===== src/rtl/vga_pkg.sv =====
// Shared VGA 640x480@60 timing constants and the coordinate type used by every
// pixel-position consumer.
package vga_pkg;

    localparam int VGA_H_VISIBLE = 640;
    localparam int VGA_H_FRONT   = 16;
    localparam int VGA_H_SYNC    = 96;
    localparam int VGA_H_BACK    = 48;
    localparam int VGA_V_VISIBLE = 480;
    localparam int VGA_V_FRONT   = 10;
    localparam int VGA_V_SYNC    = 2;
    localparam int VGA_V_BACK    = 33;

    localparam int VGA_H_TOTAL = VGA_H_VISIBLE + VGA_H_FRONT + VGA_H_SYNC + VGA_H_BACK;
    localparam int VGA_V_TOTAL = VGA_V_VISIBLE + VGA_V_FRONT + VGA_V_SYNC + VGA_V_BACK;

    localparam int VGA_H_SYNC_START = VGA_H_VISIBLE + VGA_H_FRONT;
    localparam int VGA_H_SYNC_END   = VGA_H_SYNC_START + VGA_H_SYNC - 1;
    localparam int VGA_V_SYNC_START = VGA_V_VISIBLE + VGA_V_FRONT;
    localparam int VGA_V_SYNC_END   = VGA_V_SYNC_START + VGA_V_SYNC - 1;

    typedef logic [9:0] coord_t;

endpackage


===== src/rtl/vga_timing_gen_if.sv =====
// Raster timing bundle: the timing generator drives it, pixel consumers read it.
interface vga_timing_gen_if;
    import vga_pkg::*;

    logic       pixel_en;
    coord_t     pixelx;
    coord_t     pixely;
    logic       video_on;
    logic       hsync;
    logic       vsync;
    logic       frame_start;
    logic [7:0] frame_count;

    modport master (
        output pixel_en, pixelx, pixely, video_on, hsync, vsync, frame_start, frame_count
    );
    modport slave (
        input  pixel_en, pixelx, pixely, video_on, hsync, vsync, frame_start, frame_count
    );

endinterface


===== src/rtl/pixel_tick.sv =====
// Divides the system clock down to a one-clock pixel-rate strobe.
module pixel_tick #(
    parameter int CLK_DIV = 2
) (
    input  logic clk,
    input  logic rst,
    output logic pixel_en
);

    localparam int DW = (CLK_DIV > 1) ? $clog2(CLK_DIV) : 1;
    localparam logic [DW-1:0] LAST = DW'(CLK_DIV - 1);

    logic [DW-1:0] div_cnt_q, div_cnt_d;

    // Gated by rst so a CLK_DIV=1 build does not strobe while held in reset.
    always_comb begin
        pixel_en  = !rst && (div_cnt_q == LAST);
        div_cnt_d = (div_cnt_q == LAST) ? '0 : div_cnt_q + DW'(1);
    end

    always_ff @(posedge clk) begin
        if (rst) div_cnt_q <= '0;
        else     div_cnt_q <= div_cnt_d;
    end

endmodule


===== src/rtl/vga_timing_gen.sv =====
// VGA raster timing: pixel-rate divider, h/v counters, registered sync and
// visible-area decodes, frame bookkeeping.
module vga_timing_gen
    import vga_pkg::*;
#(
    parameter int CLK_DIV   = 2,
    parameter int H_VISIBLE = VGA_H_VISIBLE,
    parameter int H_FRONT   = VGA_H_FRONT,
    parameter int H_SYNC    = VGA_H_SYNC,
    parameter int H_BACK    = VGA_H_BACK,
    parameter int V_VISIBLE = VGA_V_VISIBLE,
    parameter int V_FRONT   = VGA_V_FRONT,
    parameter int V_SYNC    = VGA_V_SYNC,
    parameter int V_BACK    = VGA_V_BACK
) (
    input  logic             clk,
    input  logic             rst,
    vga_timing_gen_if.master vga
);

    localparam int H_TOTAL = H_VISIBLE + H_FRONT + H_SYNC + H_BACK;
    localparam int V_TOTAL = V_VISIBLE + V_FRONT + V_SYNC + V_BACK;

    localparam coord_t H_LAST     = coord_t'(H_TOTAL - 1);
    localparam coord_t V_LAST     = coord_t'(V_TOTAL - 1);
    localparam coord_t H_VIS      = coord_t'(H_VISIBLE);
    localparam coord_t V_VIS      = coord_t'(V_VISIBLE);
    localparam coord_t HS_START   = coord_t'(H_VISIBLE + H_FRONT);
    localparam coord_t HS_END     = coord_t'(H_VISIBLE + H_FRONT + H_SYNC - 1);
    localparam coord_t VS_START   = coord_t'(V_VISIBLE + V_FRONT);
    localparam coord_t VS_END     = coord_t'(V_VISIBLE + V_FRONT + V_SYNC - 1);

    logic       pixel_en;
    coord_t     hcount_q, hcount_d;
    coord_t     vcount_q, vcount_d;
    logic [7:0] frame_count_q, frame_count_d;
    logic       hsync_q, hsync_d;
    logic       vsync_q, vsync_d;
    logic       video_on_q, video_on_d;

    pixel_tick #(.CLK_DIV(CLK_DIV)) u_tick (
        .clk      (clk),
        .rst      (rst),
        .pixel_en (pixel_en)
    );

    always_comb begin
        hcount_d      = hcount_q;
        vcount_d      = vcount_q;
        frame_count_d = frame_count_q;
        if (pixel_en) begin
            if (hcount_q == H_LAST) begin
                hcount_d = '0;
                if (vcount_q == V_LAST) begin
                    vcount_d      = '0;
                    frame_count_d = frame_count_q + 8'd1;
                end else begin
                    vcount_d = vcount_q + coord_t'(1);
                end
            end else begin
                hcount_d = hcount_q + coord_t'(1);
            end
        end
        // Decoded from next-state counts so the registered flags line up with pixelx/pixely.
        hsync_d    = !((hcount_d >= HS_START) && (hcount_d <= HS_END));
        vsync_d    = !((vcount_d >= VS_START) && (vcount_d <= VS_END));
        video_on_d = (hcount_d < H_VIS) && (vcount_d < V_VIS);
    end

    always_ff @(posedge clk) begin
        if (rst) begin
            hcount_q      <= '0;
            vcount_q      <= '0;
            frame_count_q <= '0;
            hsync_q       <= 1'b1;
            vsync_q       <= 1'b1;
            video_on_q    <= 1'b1;
        end else begin
            hcount_q      <= hcount_d;
            vcount_q      <= vcount_d;
            frame_count_q <= frame_count_d;
            hsync_q       <= hsync_d;
            vsync_q       <= vsync_d;
            video_on_q    <= video_on_d;
        end
    end

    assign vga.pixel_en    = pixel_en;
    assign vga.pixelx      = hcount_q;
    assign vga.pixely      = vcount_q;
    assign vga.video_on    = video_on_q;
    assign vga.hsync       = hsync_q;
    assign vga.vsync       = vsync_q;
    assign vga.frame_count = frame_count_q;
    assign vga.frame_start = pixel_en && (hcount_q == '0) && (vcount_q == '0);

endmodule


===== src/flat_wrapper.sv =====
// flat-port wrapper written by rule: the top's interface ports become plain ports
module vga_timing_gen_flat import vga_pkg::*;
#(
    parameter int CLK_DIV   = 2,
    parameter int H_VISIBLE = VGA_H_VISIBLE,
    parameter int H_FRONT   = VGA_H_FRONT,
    parameter int H_SYNC    = VGA_H_SYNC,
    parameter int H_BACK    = VGA_H_BACK,
    parameter int V_VISIBLE = VGA_V_VISIBLE,
    parameter int V_FRONT   = VGA_V_FRONT,
    parameter int V_SYNC    = VGA_V_SYNC,
    parameter int V_BACK    = VGA_V_BACK
)
  (clk, rst, vga_pixel_en, vga_pixelx, vga_pixely, vga_video_on, vga_hsync, vga_vsync, vga_frame_start, vga_frame_count);
  vga_timing_gen_if vga_i ();
  input  logic clk;
  input  logic rst;
  output wire logic [$bits(vga_i.pixel_en)-1:0] vga_pixel_en;
  output wire logic [$bits(vga_i.pixelx)-1:0] vga_pixelx;
  output wire logic [$bits(vga_i.pixely)-1:0] vga_pixely;
  output wire logic [$bits(vga_i.video_on)-1:0] vga_video_on;
  output wire logic [$bits(vga_i.hsync)-1:0] vga_hsync;
  output wire logic [$bits(vga_i.vsync)-1:0] vga_vsync;
  output wire logic [$bits(vga_i.frame_start)-1:0] vga_frame_start;
  output wire logic [$bits(vga_i.frame_count)-1:0] vga_frame_count;
  assign vga_pixel_en = vga_i.pixel_en;
  assign vga_pixelx = vga_i.pixelx;
  assign vga_pixely = vga_i.pixely;
  assign vga_video_on = vga_i.video_on;
  assign vga_hsync = vga_i.hsync;
  assign vga_vsync = vga_i.vsync;
  assign vga_frame_start = vga_i.frame_start;
  assign vga_frame_count = vga_i.frame_count;
  vga_timing_gen #(.CLK_DIV(CLK_DIV), .H_VISIBLE(H_VISIBLE), .H_FRONT(H_FRONT), .H_SYNC(H_SYNC), .H_BACK(H_BACK), .V_VISIBLE(V_VISIBLE), .V_FRONT(V_FRONT), .V_SYNC(V_SYNC), .V_BACK(V_BACK)) u_core (.clk(clk), .rst(rst), .vga(vga_i));
endmodule

===== config.mk =====
export PLATFORM = sky130hd
export DESIGN_NAME = vga_timing_gen_flat
export DESIGN_NICKNAME = d
export VERILOG_FILES = /design/src/rtl/vga_pkg.sv /design/src/rtl/vga_timing_gen_if.sv /design/src/rtl/pixel_tick.sv /design/src/rtl/vga_timing_gen.sv /design/src/flat_wrapper.sv
export SDC_FILE = /design/constraint.sdc
export NUM_CORES = 1
export LEC_CHECK = 0
export CORE_ASPECT_RATIO = 1.5
export CORE_MARGIN = 4
export CORE_UTILIZATION = 40
export DETAILED_ROUTE_END_ITERATION = 8
export PLACE_DENSITY = 0.74
export SLEW_MARGIN = 20
export SYNTH_ARGS = -nofsm -noshare
export SYNTH_HDL_FRONTEND = slang
export SYNTH_SLANG_ARGS = --single-unit

===== constraint.sdc =====
create_clock -name clk -period 3.1 [get_ports clk]
set_clock_uncertainty 0.2 [all_clocks]
set_input_delay 0.62 -clock clk [delete_from_list [all_inputs] [get_ports clk]]
set_output_delay 0.62 -clock clk [all_outputs]
set_load 0.05 [all_outputs]

==> reports/results.ini, run 1 <==
[run_status]
outcome = finished, final reports clean

[yosys]
synth_top_area_share_pct = 37.8
ys_top_cells_by_area = dfxtp_1 38%, nor2_1 6.2%, xnor2_1 5.2%, nor3_1 4.4%, a21oi_1 4.1%
syn_avg_cell_area_um2 = 7.96
synth-compound-area-share_pct = 12.0
syn_inst = 213
synthAdderAreaFrac_pct = 3.69
synth_top_family_by_area = simple AND/OR/NAND/NOR gates
synth-simple-area-share_pct = 32.0
synth_area_mm2 = 0.00170
synth_xor_area_share_pct = 8.27
synth.most_common_cell = dfxtp_1
yosys_register_bits = 32
synthMuxAreaShare_pct = 1.25
syn_nets = 220
synth.distinct_cells = 40
ys_seq_area_share_pct = 37.8
yosys-top-cells-count = 32 x dfxtp_1, 28 x nor2_1, 16 x nand2_1
async_flop_share_pct = 0
ys_warn_count = 0
synthFlopType = dfxtp_1
synth_edf_count = 0
synth_top_area_cell = dfxtp_1

[power]
netSwitchingFraction_pct = 23.4
power_frac_comb_pct = 5.2
powerDensity_mw_per_mm2 = 337
irDropWorstVdd_uv = 292
power_switching_mw = 0.178
power_mw = 0.760
clockPowerShare_pct = 39.9
pwr-share-seq_pct = 54.9
internal_power_mw = 0.582
p_leak_nw = 0.804

[cells_and_area]
area_delta_synth_final_pct = 33.0
final_cell_area_mm2 = 0.00225
diodes = 0
stdcell_count = 300
nets = 262
drive_above_1_share_pct = 12.2
num-fill-cells = 388

[drt]
drt_iter0_markers = 64
firstDrtPassIters = 4
drcViolationCount = 0
drtAntennaViolNets = 0
viasPerCell = 5.50
wl_mm = 4.22
via_count = 1650
post_drt_wl_per_cell_um = 14.1

[cts]
cts_max_path_buffers = 2
cts_hold_buf = 0
numCtsBuffers = 5
root_buffer = clkbuf_8
clock_sinks = 32
clk_latency_ns = 0.29
cts_tree = yes
cts.htree.levels = 2
cts.reportedPaths.clkPinSlew_ns = 0.07

[timing]
period_needed_ns = 3.01
rsz0062_at_grt = no
clock.fmax_ghz = 0.332
relSlewSlack_pct = 65.9
final-max-slew-violation-count = 0
hold_viol_final = 0
finalCritPeriodShare_pct = 97.2
whs_ns = 0.263
worst_slew_pin_slew_ns = 0.510
setup_violations = 0

[setup_path]
rr_worst_depth = 6
critical_path_class = input pin to flop
path_max_fanout = 2
r2r_end = u_core.vga.vsync$_SDFF_PP1_
regToRegStartpoint = u_core.vga.pixelx[6]$_SDFF_PP0_
critical_path.max_stage_delay_ns = 0.54
arrival_ns = 2.99
worstPathCellList = clkdlybuf4s50_1, nand3b_1, or4_4, or3_1, xor2_1, nor4b_2, or3b_1
cp_top_family = simple AND/OR/NAND/NOR gates
worstPathRequired_ns = 3.07
start_kind = input pin
critPathLaunch = rst
r2r_slack_ns = 0.26
cp.depth = 7
endpoint_kind = flop
slowest_stage = or4_4
crit_buf_inv = 1

[flow_run]
cap_violations = 0

[floorplan]
die-area_mm2 = 0.00537
start_util_pct = 42.1
rows = 28
die_x_um = 61.2
coreArea_mm2 = 0.00403
die_h_um = 87.7
io_pins = 35

[placed_design]
dpl.hpwl_mm = 3.10
numPortBuffers = 34
postPlaceCellArea_mm2 = 0.00216
placed_cells = 292
gp_congestion = 0.815

[worst_hold_path]
holdPathEnd = u_core.u_tick.div_cnt_q$_SDFF_PP0_
min_path_cells = 1
hold_class = flop to flop
holdCritStartpoint = u_core.u_tick.div_cnt_q$_SDFF_PP0_

[global_route]
antenna_found_initial = 0
grt_first_pass_wirelength_mm = 7.04
grt-ovfl-total = 0
grt_max_degree = 32
grt_usage_pct = 17.5
grt_pass1_vias = 1605

power groups by stage:
stage	clock, mW	sequential (mW)	combinational (mW)
floorplan	0	0.430	0.0187
global placement	0	0.426	0.0394
global route	0.326	0.417	0.0432
CTS	0.312	0.417	0.0396
detailed placement	0	0.426	0.0396
finish	0.304	0.417	0.0395
kinds of logic (layout without fill, tap and decap cells):
family,after synthesis,after routing
buf+inv,21,63
xor+xnor,16,16
flops,32,32
mux,2,2
fa+ha+maj,5,5
compound gates,33,33
simple gates,104,104
flip-flops by register name, summed over array words and instances, names as in the netlist:
name                     count
u_core.vga.frame_count       8
u_core.u_tick.div_cnt_q      1
u_core.vga.pixely           10
u_core.vga.hsync             1
u_core.vga.pixelx           10
u_core.vga.video_on          1
u_core.vga.vsync             1
worst max-delay path by stage:
stage	to
after floorplan	vga_frame_start
after CTS	u_core.vga.video_on$_SDFF_PP1_
after global placement	u_core.vga.vsync$_SDFF_PP1_
after detailed placement	u_core.vga.vsync$_SDFF_PP1_
final	u_core.vga.vsync$_SDFF_PP1_
after global routing	u_core.vga.video_on$_SDFF_PP1_
final cells by class:
cell class	count	area, um2	area share, %
repair buffers	47	458	20.3
clock inverters	1	5.00	0.222
flip-flops and latches	32	644	28.6
well taps	45	56.3	2.50
multi-input cells	160	985	43.7
inverters	9	33.8	1.50
clock buffers	6	72.6	3.22
timing repair:
item	CTS	global route
gates resized for setup	0	1
buffers inserted	0	1
setup endpoints to repair	0	2
stage by stage:
step | worst slack [ns] | TNS [ns] | util (%)
after floorplan | 0.102 | 0 | -
after global placement | -0.176 | -0.318 | 53.7
after detailed placement | -0.219 | -0.429 | 53.7
after CTS | 0.0792 | 0 | 55.7
after global routing | 0.00474 | 0 | 56.0
final | 0.0853 | 0 | 56.0
per-layer routing:
metal,vias to the layer above,wire [um],GRT usage (%)
met5,-,0,0
met4,0,127,11.2
met3,12,164,3.24
met2,36,2190,30.4
met1,763,1740,18.6
li1,839,-,-
cells in the final DEF (no fill, tap or decap), types with 2 or more instances in the layout:
master           instances
clkdlybuf4s50_1         32
dfxtp_1                 29
nor2_1                  28
nand2_1                 16
a21oi_1                 14
nor3_1                  13
buf_4                   13
nand3_1                 11
xnor2_1                 10
inv_1                    9
nand4_1                  6
xor2_1                   6
and3_1                   6
o21ai_0                  6
ha_1                     5
clkbuf_8                 5
nor2b_1                  4
or3_1                    4
a211oi_1                 4
dfxtp_2                  3
nor4_1                   2
or4_1                    2
nor3_2                   2
a31oi_1                  2
buf_12                   2
(Power assumes the default switching activity.)
==> inputs of run 2 (changes only) <==
--- a/config.mk
+++ b/config.mk
@@ -9,7 +9,9 @@
 export CORE_MARGIN = 4
 export CORE_UTILIZATION = 40
 export DETAILED_ROUTE_END_ITERATION = 8
-export PLACE_DENSITY = 0.74
+export DONT_BUFFER_PORTS = 1
+export HOLD_SLACK_MARGIN = 0.08
+export PLACE_DENSITY = 0.63
 export SLEW_MARGIN = 20
 export SYNTH_ARGS = -nofsm -noshare
 export SYNTH_HDL_FRONTEND = slang
==> constraint.sdc (replaced) <==
create_clock -name clk -period 3.23 [get_ports clk]
set_clock_uncertainty 0.2 [all_clocks]
set_input_delay 0.646 -clock clk [delete_from_list [all_inputs] [get_ports clk]]
set_output_delay 0.646 -clock clk [all_outputs]
set_load 0.05 [all_outputs]
==> run 2 against run 1 <==
Compared with the run above:
- die area unchanged
- sequential share of layout area increased by 3.2 points
- non-clock buffer count decreased by 23
- routed wire length increased by 1.0%
- clock power increased by 39%
- clock-buffer cell count increased by 1
- critical path depth decreased by 1
- via count decreased by 4.9%
- first-iteration DRC count decreased by 6.3%
- critical endpoint unchanged
==> reports/results.ini, run 2 (synthesis gave the netlist of run 1 again) <==
[global_route]
grt_first_pass_wirelength_mm = 7.04
grt-ovfl-total = 0
grt_pass1_vias = 1444
grt_usage_pct = 17.5
antenna_found_initial = 0
grt_max_degree = 33

[timing]
finalCritPeriodShare_pct = 87.1
setup_violations = 0
clock.fmax_ghz = 0.355
final-max-slew-violation-count = 0
hold_viol_final = 0
tns_ns = 0
period_needed_ns = 2.81
worst_slew_pin_slew_ns = 0.629
rsz0062_at_grt = no
relSlewSlack_pct = 58.0

[placed_design]
gp_congestion = 0.837
postPlaceCellArea_mm2 = 0.00189
dpl.hpwl_mm = 3.17
numPortBuffers = 0
placed_cells = 270

[floorplan]
rows = 28
io_pins = 35
die_h_um = 87.7
start_util_pct = 42.1
coreArea_mm2 = 0.00403
die-area_mm2 = 0.00537
die_x_um = 61.2

[setup_path]
worstPathRequired_ns = 3.20
start_kind = flop
r2r_end = u_core.vga.vsync$_SDFF_PP1_
critical_path_class = flop to flop
rr_worst_depth = 6
arrival_ns = 2.79
critPathLaunch = u_core.vga.pixelx[5]$_SDFF_PP0_
endpoint_kind = flop
r2r_slack_ns = 0.42
regToRegStartpoint = u_core.vga.pixelx[5]$_SDFF_PP0_
path_max_fanout = 5

[worst_hold_path]
holdPathEnd = u_core.u_tick.div_cnt_q$_SDFF_PP0_
min_path_cells = 1
hold_class = input pin to flop
holdCritStartpoint = rst

[drt]
drtAntennaViolNets = 0
drcViolationCount = 0
drt_iter0_markers = 60
via_count = 1569
wl_mm = 4.26
viasPerCell = 5.64
firstDrtPassIters = 4
post_drt_wl_per_cell_um = 15.3

[cts]
cts.htree.levels = 2
cts_setup_buffers = 0
cts.reportedPaths.clkPinSlew_ns = 0.07
cts-resized-gates = 0
root_buffer = clkbuf_8
clock_sinks = 32
clk_latency_ns = 0.29
cts_hold_buf = 0
cts_max_path_buffers = 2
cts_tree = yes
numCtsBuffers = 5

[power]
p_leak_nw = 0.762
powerDensity_mw_per_mm2 = 420
power_frac_comb_pct = 3.0
pwr-share-seq_pct = 47.0
netSwitchingFraction_pct = 20.2
irDropWorstVdd_uv = 261
internal_power_mw = 0.677
clockPowerShare_pct = 50.0
power_switching_mw = 0.171

[cells_and_area]
area_delta_synth_final_pct = 19.0
final_cell_area_mm2 = 0.00202
num-fill-cells = 399
drive_above_1_share_pct = 16.3
diodes = 0
final_common_cell = dfxtp_1
nets = 239
stdcell_count = 278
mostFrequentLayoutCells = 32 x dfxtp_1, 28 x nor2_1, 24 x buf_4

[run_status]
outcome = finished, final reports clean

[flow_run]
cap_violations = 0

## run 2: critical path, cell delays in order, from the launching register on
cell	delay, ns
dfxtp_1	0.32
or3_4	0.42
or4_4	0.55
or3_1	0.37
xor2_1	0.17
nor4b_2	0.31
or3b_1	0.36
## run 2: final cells by class
type	instances	area (um2)	share of cell area (%)
Inverter	9	33.8	1.67
Sequential cell	32	641	31.8
Timing Repair Buffer	24	180	8.93
Multi-Input combinational cell	160	980	48.6
Clock buffer	7	96.3	4.78
Clock inverter	1	30.0	1.49
Tap cell	45	56.3	2.79
## run 2: how the worst max path moves through the flow
stage                             endpoint  slack [ns]  cells after the start
2_1_floorplan  u_core.vga.vsync$_SDFF_PP1_        0.09                      7
3_3_place_gp   u_core.vga.vsync$_SDFF_PP1_        0.34                      6
3_5_place_dp   u_core.vga.vsync$_SDFF_PP1_        0.31                      6
4_1_cts        u_core.vga.vsync$_SDFF_PP1_        0.41                      6
5_1_grt        u_core.vga.vsync$_SDFF_PP1_        0.29                      8
6_report       u_core.vga.vsync$_SDFF_PP1_        0.42                      6
## run 2: power groups by stage
stage / combinational (mW) / sequential (mW) / clock [mW]
CTS: 0.0259 / 0.398 / 0.435
finish: 0.0255 / 0.398 / 0.424
floorplan: 0.0179 / 0.413 / 0
global placement: 0.0259 / 0.407 / 0
detailed placement: 0.0258 / 0.407 / 0
global route: 0.0278 / 0.398 / 0.448
## run 2: layer usage
| layer | part of all wire (%) | global-route usage (%) | wire length (um) | up-vias |
|---|---|---|---|---|
| li1 | - | - | - | 786 |
| met1 | 42 | 21.1 | 1790 | 737 |
| met2 | 50 | 28.5 | 2130 | 40 |
| met3 | 6.5 | 4.87 | 277 | 6 |
| met4 | 1.5 | 7.10 | 65 | 0 |
| met5 | 0 | 0 | 0 | - |
## run 2: through the flow
step                      hold WS [ns]  worst slack (ns)  util (%)  power [mW]
after global placement           0.251             0.337      46.9       0.433
after global routing             0.209             0.286      50.1       0.873
after CTS                        0.210             0.407      50.1       0.859
after floorplan                  0.222            0.0907         -       0.430
after detailed placement         0.260             0.307      46.9       0.433
final                            0.223             0.415      50.1       0.848
==> inputs of run 3 (changes only) <==
--- a/config.mk
+++ b/config.mk
@@ -5,13 +5,11 @@
 export SDC_FILE = /design/constraint.sdc
 export NUM_CORES = 1
 export LEC_CHECK = 0
-export CORE_ASPECT_RATIO = 1.5
 export CORE_MARGIN = 4
-export CORE_UTILIZATION = 40
+export CORE_UTILIZATION = 30
 export DETAILED_ROUTE_END_ITERATION = 8
-export DONT_BUFFER_PORTS = 1
 export HOLD_SLACK_MARGIN = 0.08
-export PLACE_DENSITY = 0.63
+export PLACE_DENSITY = 0.61
 export SLEW_MARGIN = 20
 export SYNTH_ARGS = -nofsm -noshare
 export SYNTH_HDL_FRONTEND = slang
==> run 3 against run 2 <==
Compared with the run above:
- sequential cell count did not move
- worst setup slack lost 0.24 ns
- combinational power is 48% higher
- design area rose by 12%
- cell count is 16% higher
- sequential power hardly changed
- power fell by 9.8%
- via count is 2.1% higher
- first-iteration DRC count grew 22%
- largest power group is now registers
==> reports/results.ini, run 3 (synthesis gave the netlist of run 1 again) <==
[cells_and_area]
area_delta_synth_final_pct = 33.4
diodes = 0
stdcell_count = 323
mostFrequentLayoutCells = 32 x clkdlybuf4s50_1, 32 x dfxtp_1, 28 x nor2_1
final_cell_area_mm2 = 0.00226
nets = 257
drive_above_1_share_pct = 9.56

[timing]
rsz0062_at_grt = no
worst_slew_pin_slew_ns = 0.501
period_needed_ns = 3.06
relSlewSlack_pct = 66.5
tns_ns = 0
clock.fmax_ghz = 0.327
worst_slack_ns = 0.171
hold_viol_final = 0
finalCritPeriodShare_pct = 94.7
setup_violations = 0
final-max-slew-violation-count = 0

[global_route]
grt_usage_pct = 12.2
grt_first_pass_wirelength_mm = 7.05
grt-ovfl-total = 0
antenna_found_initial = 0
grt_pass1_vias = 1448
grt_max_degree = 32

[power]
internal_power_mw = 0.583
irDropWorstVdd_uv = 194
powerDensity_mw_per_mm2 = 338
netSwitchingFraction_pct = 23.7
power_switching_mw = 0.181
power_frac_comb_pct = 4.9
p_leak_nw = 0.781
clockPowerShare_pct = 42.8
pwr-share-seq_pct = 52.3

[setup_path]
worstPathRequired_ns = 3.19
slowest_stage = or4_4
critPathLaunch = rst
regToRegStartpoint = u_core.vga.pixelx[0]$_SDFF_PP0_
arrival_ns = 3.02
start_kind = input pin
critical_path_class = input pin to flop
rr_worst_depth = 7
endpoint_kind = flop
path_max_fanout = 2
worstPathCellList = clkdlybuf4s50_1, nand3b_1, or4_4, or3_1, xor2_1, nor4b_2, or3b_1
critical_path.max_stage_delay_ns = 0.52

[placed_design]
postPlaceCellArea_mm2 = 0.00216
numPortBuffers = 34
dpl.hpwl_mm = 3.00
dp_slack_ns = -0.120
placed_cells = 315
gp_congestion = 0.915

[floorplan]
io_pins = 35
die-area_mm2 = 0.00692
start_util_pct = 30.8
die_h_um = 83.2
die_x_um = 83.2
rows = 27
coreArea_mm2 = 0.00551

[cts]
clock_sinks = 32
root_buffer = clkbuf_8
cts_setup_buffers = 0
numCtsBuffers = 5
cts-resized-gates = 0
cts_hold_buf = 0
cts_tree = yes
clk_latency_ns = 0.28
cts.htree.levels = 2
cts.reportedPaths.clkPinSlew_ns = 0.07
cts_max_path_buffers = 2

[drt]
drt_iter0_markers = 73
wl_mm = 4.14
via_count = 1602
post_drt_wl_per_cell_um = 12.8
firstDrtPassIters = 4
drcViolationCount = 0
drtAntennaViolNets = 0
viasPerCell = 4.96

[worst_hold_path]
hold_class = flop to flop
min_path_cells = 1
holdCritStartpoint = u_core.u_tick.div_cnt_q$_SDFF_PP0_

[run_status]
outcome = finished, final reports clean

[flow_run]
cap_violations = 0

[run 3: changes by cell type in the layout (fill, tap and decap cells not counted)]
cell | before | now
buf_4 | 24 | 8
clkdlybuf4s50_1 | 0 | 32
clkinvlp_4 | 0 | 2
buf_12 | 0 | 2
clkbuf_8 | 7 | 6
bufinv_16 | 1 | 0
[run 3: power by group through the flow]
| stage | clock (mW) | sequential [mW] | combinational, mW |
|---|---|---|---|
| global route | 0.357 | 0.400 | 0.0404 |
| floorplan | 0 | 0.413 | 0.0179 |
| CTS | 0.340 | 0.399 | 0.0383 |
| detailed placement | 0 | 0.409 | 0.0381 |
| finish | 0.327 | 0.400 | 0.0378 |
| global placement | 0 | 0.409 | 0.0381 |
[run 3: metal layers]
| layer | share of wire, % | global-route usage [%] |
|---|---|---|
| met1 | 50 | 16.8 |
| met2 | 45 | 18.7 |
| met3 | 4.4 | 3.57 |
| met4 | 0.80 | 2.67 |
| met5 | 0 | 0 |
[run 3: through the flow]
stage                     util, %  power (mW)  hold slack (ns)
after floorplan                 -       0.430            0.222
after global placement       39.3       0.447            0.238
after detailed placement     39.3       0.447            0.244
after CTS                    41.1       0.777            0.262
after global routing         41.1       0.798            0.281
final                        41.1       0.764            0.262
[run 3: worst max-delay path, delay by kind of cell]
| kind | cells | cell delay, ns |
|---|---|---|
| and+or+nand+nor | 5 | 1.77 |
| buffers and inverters | 1 | 0.43 |
| xor gates and xnor gates | 1 | 0.18 |
[run 3: area by class of cell]
class	count	area, um2
Clock inverter	2	15.0
Multi-Input combinational cell	160	980
Inverter	9	33.8
Fill cell	574	3240
Clock buffer	6	82.6
Sequential cell	32	641
Tap cell	72	90.1
Timing Repair Buffer	42	420
[run 3: final timing paths]
kind	endpoint	slack (ns)
hold / removal	u_core.u_tick.div_cnt_q$_SDFF_PP0_	0.26
hold reg to reg	u_core.u_tick.div_cnt_q$_SDFF_PP0_	0.26
setup reg to reg	u_core.vga.vsync$_SDFF_PP1_	0.29
setup / recovery	u_core.vga.vsync$_SDFF_PP1_	0.17
